### config.mk
export PLATFORM = sky130hd
export DESIGN_NAME = sm83_fetch
export DESIGN_NICKNAME = d
export VERILOG_FILES = /design/src/rtl/sm83_pkg.sv /design/src/rtl/sm83_fetch.sv
export SDC_FILE = /design/constraint.sdc
export NUM_CORES = 1
export LEC_CHECK = 0
export CELL_PAD_IN_SITES_DETAIL_PLACEMENT = 0
export CELL_PAD_IN_SITES_GLOBAL_PLACEMENT = 1
export CORE_MARGIN = 2
export CORE_UTILIZATION = 38
export DETAILED_ROUTE_END_ITERATION = 12
export MAX_ROUTING_LAYER = met4
export PLACE_DENSITY_LB_ADDON = 0.1
export SLEW_MARGIN = 10
export SYNTH_ARGS = -nofsm -noshare
export SYNTH_HDL_FRONTEND = slang
export SYNTH_SLANG_ARGS = --single-unit
export TNS_END_PERCENT = 1
### constraint.sdc
create_clock -name clk -period 3.8 [get_ports clk]
set_input_delay 0.38 -clock clk [delete_from_list [all_inputs] [get_ports clk]]
set_output_delay 0.38 -clock clk [all_outputs]
set_load 0.1 [all_outputs]
### src/rtl/sm83_pkg.sv
// Shared SM83 core definitions: fetch FSM encoding, prefix opcode and the
// immediate-length table used by the fetch stage.
package sm83_pkg;

   localparam int unsigned ADDR_W = 16;
   localparam int unsigned DATA_W = 8;
   localparam int unsigned LEN_W  = 2;
   localparam int unsigned ST_W   = 3;

   typedef logic [ST_W-1:0] fetch_state_t;

   localparam fetch_state_t ST_IDLE   = 3'd0;
   localparam fetch_state_t ST_OPCODE = 3'd1;
   localparam fetch_state_t ST_CB_OP  = 3'd2;
   localparam fetch_state_t ST_IMM_LO = 3'd3;
   localparam fetch_state_t ST_IMM_HI = 3'd4;
   localparam fetch_state_t ST_HOLD   = 3'd5;

   localparam logic [DATA_W-1:0] OP_CB_PREFIX = 8'hCB;

   // Number of immediate bytes following an unprefixed opcode; illegal opcodes count as 0.
   function automatic logic [1:0] imm_bytes(input logic [DATA_W-1:0] op);
      case (op)
         8'h06, 8'h0E, 8'h16, 8'h1E, 8'h26, 8'h2E, 8'h36, 8'h3E,
         8'h18, 8'h20, 8'h28, 8'h30, 8'h38,
         8'hC6, 8'hCE, 8'hD6, 8'hDE, 8'hE6, 8'hEE, 8'hF6, 8'hFE,
         8'hE0, 8'hF0, 8'hE8, 8'hF8:
            imm_bytes = 2'd1;
         8'h01, 8'h11, 8'h21, 8'h31, 8'h08,
         8'hC2, 8'hC3, 8'hCA, 8'hD2, 8'hDA,
         8'hC4, 8'hCC, 8'hCD, 8'hD4, 8'hDC, 8'hEA, 8'hFA:
            imm_bytes = 2'd2;
         default:
            imm_bytes = 2'd0;
      endcase
   endfunction

endpackage

### src/rtl/sm83_fetch.sv
// SM83 instruction fetch stage: owns PC, reads prefix/opcode/immediates over a
// byte-wide port and holds one instruction bundle for execute.
module sm83_fetch
   import sm83_pkg::*;
#(
   parameter logic [15:0] RESET_PC = 16'h0000
) (
   input  logic                clk,
   input  logic                rst_n,
   input  logic                fetch_cycle,
   input  logic                pc_load,
   input  logic [ADDR_W-1:0]   pc_load_value,
   output logic                mem_rd,
   output logic [ADDR_W-1:0]   mem_addr,
   input  logic [DATA_W-1:0]   mem_rdata,
   input  logic                mem_ack,
   output logic                instr_valid,
   input  logic                instr_ready,
   output logic [DATA_W-1:0]   instr_opcode,
   output logic                instr_cb,
   output logic [ADDR_W-1:0]   instr_imm,
   output logic [LEN_W-1:0]    instr_len,
   output logic [ADDR_W-1:0]   instr_pc,
   output logic [ADDR_W-1:0]   pc
);

   fetch_state_t      state_q, state_d;
   logic [ADDR_W-1:0] pc_q, pc_d;
   logic              rd_q, rd_d;
   logic              valid_q, valid_d;
   logic [DATA_W-1:0] op_q, op_d;
   logic              cb_q, cb_d;
   logic [ADDR_W-1:0] imm_q, imm_d;
   logic [LEN_W-1:0]  len_q, len_d;
   logic [ADDR_W-1:0] ipc_q, ipc_d;

   logic              ack;
   logic [ADDR_W-1:0] pc_inc;
   logic [LEN_W-1:0]  len_inc;

   assign ack     = rd_q & mem_ack;
   assign pc_inc  = ADDR_W'(pc_q + 16'd1);
   assign len_inc = LEN_W'(len_q + 2'd1);

   // State and registered outputs
   always_ff @(posedge clk or negedge rst_n) begin
      if (!rst_n) begin
         state_q <= ST_IDLE;
         pc_q    <= RESET_PC;
         rd_q    <= 1'b0;
         valid_q <= 1'b0;
         op_q    <= '0;
         cb_q    <= 1'b0;
         imm_q   <= '0;
         len_q   <= '0;
         ipc_q   <= '0;
      end else begin
         state_q <= state_d;
         pc_q    <= pc_d;
         rd_q    <= rd_d;
         valid_q <= valid_d;
         op_q    <= op_d;
         cb_q    <= cb_d;
         imm_q   <= imm_d;
         len_q   <= len_d;
         ipc_q   <= ipc_d;
      end
   end

   // Next-state and next-output logic
   always_comb begin
      state_d = state_q;
      pc_d    = pc_q;
      rd_d    = rd_q;
      valid_d = valid_q;
      op_d    = op_q;
      cb_d    = cb_q;
      imm_d   = imm_q;
      len_d   = len_q;
      ipc_d   = ipc_q;

      if (pc_load) begin
         // Redirect wins over everything; a concurrent ack is dropped.
         pc_d    = pc_load_value;
         rd_d    = 1'b0;
         valid_d = 1'b0;
         op_d    = '0;
         cb_d    = 1'b0;
         imm_d   = '0;
         len_d   = '0;
         ipc_d   = '0;
         state_d = ST_IDLE;
         if (state_q == ST_IDLE && fetch_cycle) begin
            state_d = ST_OPCODE;
            rd_d    = 1'b1;
            ipc_d   = pc_load_value;
         end
      end else begin
         case (state_q)
            ST_IDLE: begin
               if (fetch_cycle) begin
                  state_d = ST_OPCODE;
                  rd_d    = 1'b1;
                  ipc_d   = pc_q;
                  op_d    = '0;
                  cb_d    = 1'b0;
                  imm_d   = '0;
                  len_d   = '0;
               end
            end
            ST_OPCODE: begin
               if (ack) begin
                  op_d  = mem_rdata;
                  pc_d  = pc_inc;
                  len_d = 2'd1;
                  if (mem_rdata == OP_CB_PREFIX) begin
                     state_d = ST_CB_OP;
                  end else if (imm_bytes(mem_rdata) == 2'd0) begin
                     state_d = ST_HOLD;
                     rd_d    = 1'b0;
                     valid_d = 1'b1;
                  end else begin
                     state_d = ST_IMM_LO;
                  end
               end
            end
            ST_CB_OP: begin
               if (ack) begin
                  op_d    = mem_rdata;
                  cb_d    = 1'b1;
                  pc_d    = pc_inc;
                  len_d   = 2'd2;
                  state_d = ST_HOLD;
                  rd_d    = 1'b0;
                  valid_d = 1'b1;
               end
            end
            ST_IMM_LO: begin
               if (ack) begin
                  imm_d[7:0] = mem_rdata;
                  pc_d       = pc_inc;
                  len_d      = len_inc;
                  if (imm_bytes(op_q) == 2'd2) begin
                     state_d = ST_IMM_HI;
                  end else begin
                     state_d = ST_HOLD;
                     rd_d    = 1'b0;
                     valid_d = 1'b1;
                  end
               end
            end
            ST_IMM_HI: begin
               if (ack) begin
                  imm_d[15:8] = mem_rdata;
                  pc_d        = pc_inc;
                  len_d       = len_inc;
                  state_d     = ST_HOLD;
                  rd_d        = 1'b0;
                  valid_d     = 1'b1;
               end
            end
            ST_HOLD: begin
               if (instr_ready) begin
                  state_d = ST_IDLE;
                  valid_d = 1'b0;
               end
            end
            default: begin
               state_d = ST_IDLE;
               rd_d    = 1'b0;
               valid_d = 1'b0;
            end
         endcase
      end
   end

   assign mem_rd       = rd_q;
   assign mem_addr     = pc_q;
   assign instr_valid  = valid_q;
   assign instr_opcode = op_q;
   assign instr_cb     = cb_q;
   assign instr_imm    = imm_q;
   assign instr_len    = len_q;
   assign instr_pc     = ipc_q;
   assign pc           = pc_q;

endmodule

# Word level (Yosys, flattened, before mapping)
# Index checks and enable logic that the tools add are counted.
# W data, S select, Z words.
# word_totals
regBits,64
inputBits,30
wordCells,211
# op_classes
add_sub_neg,2
n_eq_ne,105
mux,63
bitwise_logic,1
reduce_logical,30
# ops
cell,count
$eq A8 B8 Y1 const B,49
$eq A8 B6 Y1 const B,20
$mux W16,9
$eq A8 B5 Y1 const B,8
$reduce_or A25 Y1,2
$pmux W8 S2,3
$reduce_or A17 Y1,2
$eq A8 B4 Y1 const B,4
$ne A3 B3 Y1 const B,9
$mux W2,12
$mux W3,8
$mux W8,3
$mux W1,21
$add A16 B1 Y16 const B,1
$eq A8 B1 Y1 const B,2
$eq A8 B3 Y1 const B,2
$reduce_and A8 Y1,2
$pmux W3 S5,1
$reduce_and A3 Y1,4
$reduce_bool A3 Y1,4
$pmux W1 S5,2
$reduce_and A5 Y1,2
$ne A3 B1 Y1 const B,3
$pmux W2 S2,2
17 further kinds,26

# Depth between registers and ports, before layout
# logic_depth
word_depth,13
depth_mapped,8
mapped_depth_nobuf,6

# Worst setup path after synthesis
# OpenSTA, ideal clock, no wires.
# synth_timing
path_type,reg2reg
start,reg rd_q (netlist: mem_rd)
end,reg pc_q[13] (netlist: mem_addr[13])
arrival_ns,2.330
setup_slack_ns,1.303
stages_incl_launch_ff,8
path_buffers,1
period_less_slack_ns,2.497
cell_sequence,dfrtp_1 > and2_1 > clkbuf_1 > nand3_1 > nor4_1 > nand3_1 > nand3_1 > o211ai_1
# synth_via
elab_chain_cells,3
# synth_lines
item,line_no,text
"start, declared",sm83_fetch.sv:29,"logic rd_q, rd_d;"
"start signal, assigned",sm83_fetch.sv:60,rd_q <= rd_d;
$and A1 B1 Y1,sm83_fetch.sv:41,assign ack = rd_q & mem_ack;
$reduce_bool A2 Y1 (no source line),-,
$reduce_and A2 Y1 (no source line),-,
"end signal, assigned",sm83_fetch.sv:59,pc_q <= pc_d;
"end, declared",sm83_fetch.sv:28,"logic [ADDR_W-1:0] pc_q, pc_d;"
# No other way between the ends.
# A chain may end at the register's enable or synchronous reset.

# Worst setup path in the final report
# layout_timing
start,reg pc_q[3] (netlist: mem_addr[3])
end,out mem_addr[3]
# layout_lines
item,line_no,text
"end, declared",sm83_fetch.sv:14,"output logic [ADDR_W-1:0] mem_addr,"
# No word-level cell between the ends.

==> qor.csv <==
stage,metric,value,unit
run_status,status,"finished, final reports clean",
timing,post-route-min-period,2390,ps
synth,synth_area_leaders,"dfrtp_1 (45%), nand2_1 (6.6%), mux2i_1 (5.6%), a21oi_1 (4.2%), o21ai_0 (3.8%)",
route,firstDrtPassIters,4,
cells_and_area,area_delta_synth_final,33.2,%
synth,synth.top_cell.area_share,0.452,
clocking,cts.sinks,64,
synth,ys_seq_elements,64,
route,ant_nets,0,
route,drc_errors,0,
timing,worst_pin_slew,996,ps
timing,setup_tns,0,ps
clocking,cts_buffer_depth,2,
route,viasPerCell,5.41,
placed_design,dpl.cell_count,575,
cells_and_area,drive_gt1_frac,0.0564,
die,die_area,10100,sq um
synth,syn_inst,395,
worst_setup_path,cp_data_arrival_time,2010,ps
cells_and_area,multi_input_area,1680,sq um
die,core_area,9150,sq um
worst_setup_path,critPathTopFamily,buffers and inverters,
run,drv_cap,0,
power_and_ir_drop,seq_power_share,0.290,
timing,finalHoldViolations,0,
placed_design,dp_slack,1280,ps
cells_and_area,final_util,0.516,
synth,synth-edff-count,0,
synth,synth.avg_cell_area,8.97,sq um
power_and_ir_drop,comb_power_share,0.530,
global_route,first_global_vias,3071,
timing,fin_skew,5.72,ps
cells_and_area,nets,506,
global_route,grt_max_degree,42,
clocking,cts_max_level,3,
worst_setup_path,critical_path.max_stage_delay,1180,ps
synth,yosysSeqAreaShare,0.452,
die,rows,35,
global_route,grt-ovfl-total,0,
placed_design,dp_hpwl,6.69,mm
synth,synth-async-reset-ratio,1.00,
cells_and_area,instances_no_fill,590,
timing,max_freq,419,MHz
placed_design,io_buffers,106,
power_and_ir_drop,p_clk_frac,0.180,
worst_setup_path,reg2reg_from,state_q[2],
placed_design,gp_congestion,0.852,
die,ioPinCount,107,
cells_and_area,seqCellArea,1600,sq um
power_and_ir_drop,p_int,1540,uW
power_and_ir_drop,p_sw_frac,0.521,
global_route,grt_first_pass_wirelength,15.7,mm
worst_setup_path,cp_num_buf_inv,1,
route,routed-via-count,3194,
global_route,grt_usage,0.205,
power_and_ir_drop,power_switching,1670,uW
die,die_h,101,microns
power_and_ir_drop,p_leak,0.00195,uW
synth,yosysTopAreaCell,dfrtp_1,
power_and_ir_drop,ir_drop,320,uV
clocking,cts_made_buffers,9,
clocking,cts.clk_slew.worst_paths,70,ps
synth,syn-num-nets,426,
hold_path,hp-class,in2async,
worst_setup_path,rrSetupSlack,1610,ps
worst_setup_path,cp_max_fo,8,
die,initial_core_util,0.387,
timing,setup_viol,0,
route,drt_iter0_markers,143,
timing,drv_slew,0,
route,wl_per_cell,15.9,microns
cells_and_area,nFillCells,879,
worst_setup_path,required,3420,ps
route,finalWirelength,9.41,mm
timing,fin_crit_sh,0.628,
clocking,root_buffer,clkbuf_8,
worst_setup_path,crit_chain,clkdlybuf4s50_1,
worst_setup_path,worstSetupPathType,reg2out,
synth,yosysWarnings,0,
worst_setup_path,reg2reg_depth,6,
worst_setup_path,crit_slowest_cell,clkdlybuf4s50_1,
cells_and_area,diodes,0,
synth,ys_types,51,
clocking,cts_tree,done,
clocking,postCtsSetupBuffers,0,
clocking,clkLatencyLatePin,340,ps
power_and_ir_drop,powerDensity,681,nW/um^2
worst_setup_path,end_kind,primary output,
synth,synth_flop_cell,dfrtp_1,
clocking,ctsHoldBuffers,0,
worst_setup_path,startpoint_type,register,
global_route,antenna_found_initial,0,
timing,rsz0062_at_grt,false,
synth,syn_area,3540,sq um
clocking,post_cts_resized,0,
worst_setup_path,rr_endpoint,mem_addr[13],
timing,setup_ws,1410,ps
die,dieWidth,101,microns
timing,slew_headroom,0.334,
worst max-delay path by stage:
stage | cells after the start | endpoint | slack [ps] | startpoint
after global routing | 1 | mem_addr[3] | 1340 | mem_addr[3]
after global placement | 6 | instr_valid | 1330 | mem_rdata[6]
after floorplan | 7 | mem_addr[13] | 1300 | mem_rd
final | 1 | mem_addr[3] | 1410 | mem_addr[3]
after CTS | 1 | mem_addr[3] | 1390 | mem_addr[3]
after detailed placement | 6 | instr_valid | 1280 | mem_rdata[6]
cells in the mapped netlist (4+ instances only):
library cell,number
a22o_1,9
inv_1,5
o21ai_0,27
a21oi_1,30
nand3_1,16
nand2_1,62
dfrtp_1,64
mux2i_1,20
a31oi_1,5
xor2_1,6
o21ai_1,7
nor3_1,7
nor2_1,19
buf_2,5
o211ai_1,4
xnor2_1,6
buf_4,16
nand4_1,5
o22ai_1,16
clkbuf_1,18
nand2b_1,4
power groups by stage:
stage,Sequential (uW),Clock [uW],Combinational (uW)
after CTS,934,593,1710
after floorplan,1610,0,648
final,933,577,1700
after detailed placement,947,0,1710
after global placement,941,0,1700
after global routing,960,629,1790
per-stage QoR:
step	power [uW]	hold WS [ps]	instance area, sq um
after floorplan	2260	84.4	3540
final	3210	183	4720
after detailed placement	2650	470	4530
after global routing	3380	269	4720
after global placement	2640	466	4530
after CTS	3240	229	4720
layout by cell type, fill, tap and decap left out, drive strengths merged, types with 3 or more instances in the layout:
cell type	n
nor2b	3
buf	7
o21ai	34
nand3	16
nor3	7
clkinv	3
clkdlybuf4s50	104
dfrtp	64
nand2	62
xnor2	6
a21oi	30
nor4	3
nand4	5
o22ai	16
inv	5
clkbuf	11
a211oi	3
nand2b	4
or3	3
mux2i	20
o211ai	4
nor2	19
a22o	9
xor2	6
a31oi	5
sequential cells by signal, indices dropped and copies added (netlist names):
signal,flops
instr_valid,1
instr_len,2
instr_opcode,8
instr_pc,16
mem_rd,1
instr_imm,16
mem_addr,16
instr_cb,1
state_q,3
layout make-up:
type / count / area share
timing repair buffer: 111 / 0.231
clock inverter: 4 / 0.00955
inverter: 5 / 0.00398
clock buffer: 11 / 0.0300
multi-input combinational: 284 / 0.357
sequential: 64 / 0.339
tap: 111 / 0.0294
routing by layer:
layer,global-route usage,vias to the layer above,part of all wire
met3,0.0340,11,0.036
met5,-,-,0
met1,0.261,1524,0.46
li1,-,1577,-
met2,0.334,82,0.49
met4,0.0685,0,0.015
logic make-up after synthesis:
kind of cell,Yosys count,synth area share
flip-flops,64,0.452
XOR/XNOR,12,0.0297
multiplexers,21,0.0597
AND/OR/NAND/NOR,132,0.175
adder cells (fa/ha/maj),1,0.00353
AO/OA/AOI/OAI,118,0.208
buffers and inverters,47,0.0727
Note: power is estimated with default switching activity, not from simulation.
